===== src/rtl/seq_alu.sv =====
// seq_alu: multi-cycle ALU with a start/done handshake and registered results.
// One-cycle logic/arithmetic ops, iterative signed radix-2 Booth multiply and
// (when SEQ_ALU_DIV_EN is defined) iterative signed restoring divide. The
// result is delivered as {hi,lo}, 2*WIDTH bits.
//
// Configuration macro: SEQ_ALU_DIV_EN -- builds the divider datapath, the
//    DIV/FIX states and div_by_zero. Without it op 0011 completes in one
//    cycle with hi=lo=0 and div_by_zero tied to 0.
//
// Ports:
//    clk          rising-edge clock
//    reset        asynchronous, active-high reset
//    start        request, sampled only in IDLE
//    op[3:0]      operation select, captured with start
//    a, b         operands, captured with start
//    busy         high from the cycle after accept until done, inclusive
//    done         one-cycle completion pulse
//    hi, lo       result, held until the next accepted op completes
//    carry_out    carry out of bit WIDTH for add/sub, 0 otherwise
//    div_by_zero  set with done for divide by zero, cleared on next accept
module seq_alu #(
   parameter int unsigned WIDTH = 32
) (
   input  logic             clk,
   input  logic             reset,
   input  logic             start,
   input  logic [3:0]       op,
   input  logic [WIDTH-1:0] a,
   input  logic [WIDTH-1:0] b,
   output logic             busy,
   output logic             done,
   output logic [WIDTH-1:0] hi,
   output logic [WIDTH-1:0] lo,
   output logic             carry_out,
   output logic             div_by_zero
);

   localparam int unsigned SW = $clog2(WIDTH);
   localparam logic [SW-1:0] LAST = SW'(WIDTH - 1);

   localparam logic [3:0] OP_ADD  = 4'b0000;
   localparam logic [3:0] OP_SUB  = 4'b0001;
   localparam logic [3:0] OP_MUL  = 4'b0010;
   localparam logic [3:0] OP_DIV  = 4'b0011;
   localparam logic [3:0] OP_AND  = 4'b0100;
   localparam logic [3:0] OP_OR   = 4'b0101;
   localparam logic [3:0] OP_SHL  = 4'b0110;
   localparam logic [3:0] OP_SHR  = 4'b0111;
   localparam logic [3:0] OP_ROL  = 4'b1000;
   localparam logic [3:0] OP_ROR  = 4'b1001;
   localparam logic [3:0] OP_NOT  = 4'b1010;
   localparam logic [3:0] OP_XOR  = 4'b1011;
   localparam logic [3:0] OP_NOR  = 4'b1100;
   localparam logic [3:0] OP_NAND = 4'b1101;

   typedef enum logic [2:0] {
      S_IDLE,
      S_MUL,
      S_DIV,
      S_FIX,
      S_DONE
   } state_t;

   state_t state, state_next;

   logic [SW-1:0]    cnt;

   // Booth working registers: accumulator is one bit wider than the operands
   // so that subtracting the most-negative multiplicand cannot overflow.
   logic [WIDTH-1:0] mcand;
   logic [WIDTH:0]   bacc;
   logic [WIDTH-1:0] bq;
   logic             bq_m1;
   logic [WIDTH:0]   bacc_n;
   logic [WIDTH-1:0] bq_n;
   logic             bq_m1_n;

   // One-cycle datapath
   logic [SW-1:0]    sh;
   logic [SW-1:0]    sh_neg;
   logic [WIDTH:0]   sum;
   logic [WIDTH:0]   dif;
   logic [WIDTH-1:0] alu_res;
   logic             alu_c;

   always_comb begin
      sh      = b[SW-1:0];
      // Complementary rotate amount; for sh=0 both halves equal a, so the OR
      // still yields a.
      sh_neg  = SW'(0) - sh;
      sum     = {1'b0, a} + {1'b0, b};
      dif     = {1'b0, a} + {1'b0, ~b} + (WIDTH+1)'(1);
      alu_res = '0;
      alu_c   = 1'b0;
      case (op)
         OP_SUB:  begin alu_res = dif[WIDTH-1:0]; alu_c = dif[WIDTH]; end
         OP_MUL,
         OP_DIV:  alu_res = '0;
         OP_AND:  alu_res = a & b;
         OP_OR:   alu_res = a | b;
         OP_SHL:  alu_res = a << sh;
         OP_SHR:  alu_res = a >> sh;
         OP_ROL:  alu_res = (a << sh) | (a >> sh_neg);
         OP_ROR:  alu_res = (a >> sh) | (a << sh_neg);
         OP_NOT:  alu_res = ~a;
         OP_XOR:  alu_res = a ^ b;
         OP_NOR:  alu_res = ~(a | b);
         OP_NAND: alu_res = ~(a & b);
         default: begin alu_res = sum[WIDTH-1:0]; alu_c = sum[WIDTH]; end
      endcase
   end

   // One Booth iteration: add/sub per {Q[0],q-1}, then arithmetic shift right
   // of the whole {acc,Q,q-1} register.
   always_comb begin
      logic [WIDTH:0]       m_ext;
      logic [WIDTH:0]       acc_t;
      logic [2*WIDTH+1:0]   shifted;
      m_ext = {mcand[WIDTH-1], mcand};
      case ({bq[0], bq_m1})
         2'b01:   acc_t = bacc + m_ext;
         2'b10:   acc_t = bacc - m_ext;
         default: acc_t = bacc;
      endcase
      shifted = {acc_t[WIDTH], acc_t, bq};
      bacc_n  = shifted[2*WIDTH+1:WIDTH+1];
      bq_n    = shifted[WIDTH:1];
      bq_m1_n = shifted[0];
   end

`ifdef SEQ_ALU_DIV_EN
   logic [WIDTH-1:0] dq;
   logic [WIDTH-1:0] dr;
   logic [WIDTH-1:0] dv;
   logic             neg_q;
   logic             neg_r;
   logic [WIDTH-1:0] dq_n;
   logic [WIDTH-1:0] dr_n;
   logic             dbz;

   // One restoring step on magnitudes; the partial remainder is widened by a
   // bit because it can reach 2*divisor before the trial subtract.
   always_comb begin
      logic [WIDTH:0] rem_sh;
      logic [WIDTH:0] trial;
      rem_sh = {dr, dq[WIDTH-1]};
      trial  = rem_sh - {1'b0, dv};
      if (!trial[WIDTH]) begin
         dr_n = trial[WIDTH-1:0];
         dq_n = {dq[WIDTH-2:0], 1'b1};
      end else begin
         dr_n = rem_sh[WIDTH-1:0];
         dq_n = {dq[WIDTH-2:0], 1'b0};
      end
   end

   assign div_by_zero = dbz;
`else
   assign div_by_zero = 1'b0;
`endif

   always_ff @(posedge clk or posedge reset) begin
      if (reset) state <= S_IDLE;
      else       state <= state_next;
   end

   always_comb begin
      state_next = state;
      case (state)
         S_IDLE: begin
            if (start) begin
               if (op == OP_MUL)
                  state_next = S_MUL;
`ifdef SEQ_ALU_DIV_EN
               else if (op == OP_DIV && b != '0)
                  state_next = S_DIV;
`endif
               else
                  state_next = S_DONE;
            end
         end
         S_MUL:   if (cnt == LAST) state_next = S_DONE;
`ifdef SEQ_ALU_DIV_EN
         S_DIV:   if (cnt == LAST) state_next = S_FIX;
         S_FIX:   state_next = S_DONE;
`endif
         S_DONE:  state_next = S_IDLE;
         default: state_next = S_IDLE;
      endcase
   end

   always_ff @(posedge clk or posedge reset) begin
      if (reset) begin
         busy      <= 1'b0;
         done      <= 1'b0;
         hi        <= '0;
         lo        <= '0;
         carry_out <= 1'b0;
         cnt       <= '0;
         mcand     <= '0;
         bacc      <= '0;
         bq        <= '0;
         bq_m1     <= 1'b0;
`ifdef SEQ_ALU_DIV_EN
         dq        <= '0;
         dr        <= '0;
         dv        <= '0;
         neg_q     <= 1'b0;
         neg_r     <= 1'b0;
         dbz       <= 1'b0;
`endif
      end else begin
         busy <= (state_next != S_IDLE);
         done <= (state_next == S_DONE);
         case (state)
            S_IDLE: begin
               if (start) begin
                  cnt   <= '0;
                  mcand <= a;
                  bacc  <= '0;
                  bq    <= b;
                  bq_m1 <= 1'b0;
`ifdef SEQ_ALU_DIV_EN
                  dbz   <= 1'b0;
                  dq    <= a[WIDTH-1] ? '0 - a : a;
                  dv    <= b[WIDTH-1] ? '0 - b : b;
                  dr    <= '0;
                  neg_q <= a[WIDTH-1] ^ b[WIDTH-1];
                  neg_r <= a[WIDTH-1];
`endif
                  if (op == OP_MUL) begin
                     // result written when the last iteration retires
                  end
`ifdef SEQ_ALU_DIV_EN
                  else if (op == OP_DIV) begin
                     if (b == '0) begin
                        lo        <= '1;
                        hi        <= a;
                        carry_out <= 1'b0;
                        dbz       <= 1'b1;
                     end
                  end
`endif
                  else begin
                     lo        <= alu_res;
                     hi        <= '0;
                     carry_out <= alu_c;
                  end
               end
            end
            S_MUL: begin
               cnt   <= cnt + 1'b1;
               bacc  <= bacc_n;
               bq    <= bq_n;
               bq_m1 <= bq_m1_n;
               if (cnt == LAST) begin
                  hi        <= bacc_n[WIDTH-1:0];
                  lo        <= bq_n;
                  carry_out <= 1'b0;
               end
            end
`ifdef SEQ_ALU_DIV_EN
            S_DIV: begin
               cnt <= cnt + 1'b1;
               dq  <= dq_n;
               dr  <= dr_n;
            end
            S_FIX: begin
               lo        <= neg_q ? '0 - dq : dq;
               hi        <= neg_r ? '0 - dr : dr;
               carry_out <= 1'b0;
            end
`endif
            default: ;
         endcase
      end
   end

endmodule

===== config.mk =====
export PLATFORM = sky130hd
export DESIGN_NAME = seq_alu
export DESIGN_NICKNAME = d
export VERILOG_FILES = /design/src/rtl/seq_alu.sv
export SDC_FILE = /design/constraint.sdc
export NUM_CORES = 1
export LEC_CHECK = 0
export ABC_AREA = 1
export CORE_ASPECT_RATIO = 1.5
export CORE_MARGIN = 2
export CORE_UTILIZATION = 38
export CTS_BUF_LIST = sky130_fd_sc_hd__clkbuf_4 sky130_fd_sc_hd__clkbuf_8
export DETAILED_ROUTE_END_ITERATION = 8
export DONT_BUFFER_PORTS = 1
export GPL_TIMING_DRIVEN = 0
export SYNTH_ARGS = -nofsm -noshare
export SYNTH_HDL_FRONTEND = slang
export SYNTH_SLANG_ARGS = --single-unit

===== constraint.sdc =====
create_clock -name clk -period 14.1 [get_ports clk]
set_input_delay 2.82 -clock clk [delete_from_list [all_inputs] [get_ports clk]]
set_output_delay 2.82 -clock clk [all_outputs]
set_load 0.01 [all_outputs]

==> results.json, run 1 <==
{
  "status": "did not finish",
  "failing_step": "5_1_grt",
  "firstError": "[ERROR GRT-0116] Global routing finished with congestion. Check the congestion regions in the DRC Viewer.",
  "chipHeight_um": 304,
  "post_cts_buffers": 0,
  "grt_max_degree": 100,
  "syn_area_um2": 22800,
  "dp_slack_ps": 6860,
  "holdBufCountCts": 0,
  "cts-root-buf": "clkbuf_8",
  "synth-edff-count": 0,
  "cts_resized": 0,
  "gp_congestion": 1.21,
  "synth_most_common_cell": "nand2_1",
  "netlist_instances": 3963,
  "h-tree-depth": 4,
  "syn_avg_cell_area_um2": 5.76,
  "overflow": 58,
  "synth.distinct_cells": 56,
  "grt_first_pass_wirelength_um": 253000,
  "synth.area.top_cells": "dfrtp_1 (19%), nand2_1 (17%), nand3_1 (16%), ha_1 (7.3%), inv_1 (6.8%)",
  "yosysSeqAreaShare": 0.189,
  "dp_hpwl_um": 137000,
  "die_x_um": 204,
  "rows": 110,
  "synth-seq-cells": 172,
  "grt_usage": 0.576,
  "dominantRegCellSynth": "dfrtp_1",
  "synthArstFlopShare": 1.00,
  "port_buffers": 0,
  "ios": 139,
  "netlist_top_cells_count": "nand2_1 (1054), nand3_1 (710), inv_1 (413)",
  "initial_core_util": 0.382,
  "ctsLongestPathBuffers": 2,
  "yosysWarningCount": 0,
  "cts_sinks": 172,
  "synth.largest_area_cell": "dfrtp_1",
  "first_global_vias": 32300,
  "synth_top_area_frac": 0.189,
  "cts_buffers": 17
}
-- cells by family after synthesis --
family                   Yosys count  synth area share
AO/OA/AOI/OAI                    693             0.173
adder cells (fa/ha/maj)          137            0.0761
AND/OR/NAND/NOR                 2287             0.433
other                              1          0.000164
flip-flops                       172             0.189
buffers and inverters            627             0.111
XOR/XNOR                          46            0.0180
-- through the flow --
step / hold slack, ps / instance area, µm² / std cells
2_1_floorplan: 453 / 22800 / 3964
3_5_place_dp: 476 / 23800 / 4749
4_1_cts: 499 / 24300 / 4781
3_3_place_gp: 466 / 23800 / 4748
-- per-layer routing --
metal	global-route usage	overflow
met3	0.245	0
met5	0.00397	0
met4	0.694	33
met1	0.543	0
met2	0.860	25
==> inputs of run 2 (changes only) <==
Settings changed: CORE_ASPECT_RATIO 1.5 to unset, CORE_UTILIZATION 38 to 23, CTS_BUF_LIST sky130_fd_sc_hd__clkbuf_4 sky130_fd_sc_hd__clkbuf_8 to unset, PLACE_DENSITY_LB_ADDON set to 0.15.
==> run 2 against run 1 <==
  * The flow now finishes without violations
  * Synthesized cell count stayed put
  * Synthesized area stayed put
==> results.json, run 2 <==
{
  "initial_core_util": 0.232,
  "grt_first_pass_wirelength_um": 224000,
  "crit_buf_inv": 5,
  "dp_hpwl_um": 136000,
  "drive_gt1_frac": 0.0475,
  "holdBufCountCts": 0,
  "setup_tns_ps": 0,
  "synth-seq-cells": 172,
  "ios": 139,
  "status": "finished clean",
  "wl_per_cell_um": 31.1,
  "rsz0062_at_grt": "false",
  "dp_cells": 5252,
  "slew_headroom": 0.178,
  "total_power_mw": 2.22,
  "fmax_mhz": 145,
  "syn_area_um2": 22800,
  "timing.critical_path.slowest_stage_cell": "a21oi_1",
  "vias": 29500,
  "yosysSeqAreaShare": 0.189,
  "final_cell_mix": "nand2_1 (1054), nand3_1 (710), inv_1 (412)",
  "antenna_found_initial": 8,
  "via_per_inst": 5.59,
  "cp-start-kind": "input pin",
  "hold_viol": 0,
  "multi_input_area_um2": 16000,
  "post_cts_buffers": 0,
  "min_period_ps": 6900,
  "cts-root-buf": "clkbuf_16",
  "worstMarginPinSlew_ps": 1230,
  "netlist_top_cells_count": "nand2_1 (1054), nand3_1 (710), inv_1 (413)",
  "cts_buffers": 17,
  "worst_path_largest_cell_delay_ps": 650,
  "synth.largest_area_cell": "dfrtp_1",
  "critPathTopFamily": "buffers and inverters",
  "crit_top_cell": "buf_2",
  "reg2reg_depth": 19,
  "synth.area.top_cells": "dfrtp_1 (19%), nand2_1 (17%), nand3_1 (16%), ha_1 (7.3%), inv_1 (6.8%)",
  "regArea_um2": 4300,
  "endpoint_kind": "flip-flop",
  "crit_chain": "buf_2 > inv_2 > buf_2 > buf_2 > ha_1 > nand3_2 > xor2_2 > buf_4 > nor2_4 > nand2_1 > nand3_1 > a21oi_1 > nand4_1 > nand2_1 > a21oi_1",
  "ir_drop_mv": 0.0884,
  "synthArstFlopShare": 1.00,
  "die-area_um2": 102000,
  "cts_sinks": 172,
  "slew_viol_final": 0,
  "port_buffers": 0,
  "cts.clk_slew.worst_paths_ps": 80,
  "setup_viol": 0,
  "wl_um": 164000,
  "regToRegSetupSlack_ps": 9680,
  "yosysWarningCount": 0,
  "p_per_area_nw_per_um2": 88.4,
  "worst_clock_skew_ps": 39.4,
  "ctsLongestPathBuffers": 2,
  "maxCapViolCount": 0,
  "fin_cells": 5289,
  "final_common_cell": "nand2_1",
  "leakagePower_nw": 12.0,
  "drcViolationCount": 0,
  "gp_congestion": 1.06,
  "drtAntennaViolNets": 0,
  "cp.arrival_ps": 7260,
  "netlist_instances": 3963,
  "cp_max_fo": 14,
  "grt_max_degree": 105,
  "synth_most_common_cell": "nand2_1",
  "hold_path_depth": 2,
  "first_global_vias": 27900,
  "period_share": 0.489,
  "n_fill_cell": 11500,
  "die_x_um": 319,
  "drt_iter0_drc": 3783,
  "area_delta_synth_final_pct": 10.0,
  "fin_nets": 4192,
  "dominantRegCellSynth": "dfrtp_1",
  "overflow": 0,
  "synth.distinct_cells": 56,
  "critPathRequiredTime_ps": 14460,
  "syn_avg_cell_area_um2": 5.76,
  "h-tree-depth": 4,
  "cts_tree": "yes",
  "grt_usage": 0.315,
  "hp-class": "flip-flop to flip-flop",
  "coreArea_um2": 98400,
  "drtPass1Iterations": 6,
  "crit_type": "input pin to flip-flop",
  "insertion_delay_ps": 510,
  "rows": 115,
  "synth-edff-count": 0,
  "chipHeight_um": 319,
  "synth_top_area_frac": 0.189,
  "cts_resized": 0,
  "cp_num_cells": 15
}
==> run 2: worst paths after layout <==
path | from | endpoint
hold reg to reg | mcand[26] | mcand[26]
setup reg to reg | mcand[1] | hi[22]
max in group asynchronous | reset | mcand[15]
setup / recovery | b[1] | lo[31]
min in group asynchronous | reset | hi[24]
hold / removal | mcand[26] | mcand[26]
==> run 2: cell families (layout without fill, tap and decap cells) <==
family                     after synthesis  in the layout  synth area share
adders and majority gates              137            137            0.0761
buffers and inverters                  627            660             0.111
other                                    1              7          0.000164
DFF                                    172            172             0.189
xor gates and xnor gates                46             46            0.0180
and+or+nand+nor                       2287           2287             0.433
AOI/OAI and AO/OA                      693            693             0.173
==> run 2: power by group <==
group,internal (mW),switching [mW],total (mW)
sequential,0.544,0.0614,0.606
clock,0.242,0.269,0.511
combinational,0.282,0.821,1.10
==> run 2: area by class of cell <==
class                      instances  area share
multi-input combinational       3165       0.637
sequential                       172       0.171
inverter                         428      0.0643
tap                             1287      0.0642
buffer                           199      0.0371
clock buffer                      17      0.0169
clock inverter                    15     0.00773
timing repair buffer               1     0.00110
antenna                            5    0.000499
==> run 2: metrics by stage <==
step                setup WS [ps]  area (µm²)  hold slack (ps)   util
CTS                          7440       25100              497  0.255
global route                 7260       25100              535  0.255
floorplan                    6620       22800              453      -
global placement             3870       24400              471  0.248
detailed placement           6900       24500              476  0.249
finish                       7200       25100              488  0.255
==> run 2: per-layer routing <==
layer	up-vias	GRT usage	routed length (µm)
li1	13300	-	-
met1	14300	0.427	70800
met2	1613	0.463	67900
met3	287	0.0770	16400
met4	8	0.152	9300
met5	-	0	46
==> run 2: worst reg2reg max path, stage by stage (launching register included) <==
cell and delay, ps:
dfrtp_1 400, inv_1 120, ha_1 180, nand3_1 130
nor2_1 330, nand3_1 180, nor2_1 230, nand3_1 190
o21ai_0 300, xor2_1 240, ha_1 330, a21oi_1 300
a21boi_0 370, o21ai_0 250, a21oi_1 160, nand2_1 140
a21oi_1 140, o21ai_0 100, nand2_1 80, o21ai_0 80
(Power assumes the default switching activity.)
==> inputs of run 3 (changes only) <==
Clock period 14.1 ns to 6.15 ns, I/O delays scaled along.
==> results of run 3 <==
Same layout as run 2 (identical final DEF). Status: finished clean.
Among the figures that moved: setup slack after placement 6900 ps -> 545 ps; setup slack after layout 7200 ps -> 839 ps; register-to-register setup slack 9680 ps -> 1730 ps; total power 2.22 mW -> 5.09 mW; worst IR drop on VDD 0.0884 mV -> 0.203 mV
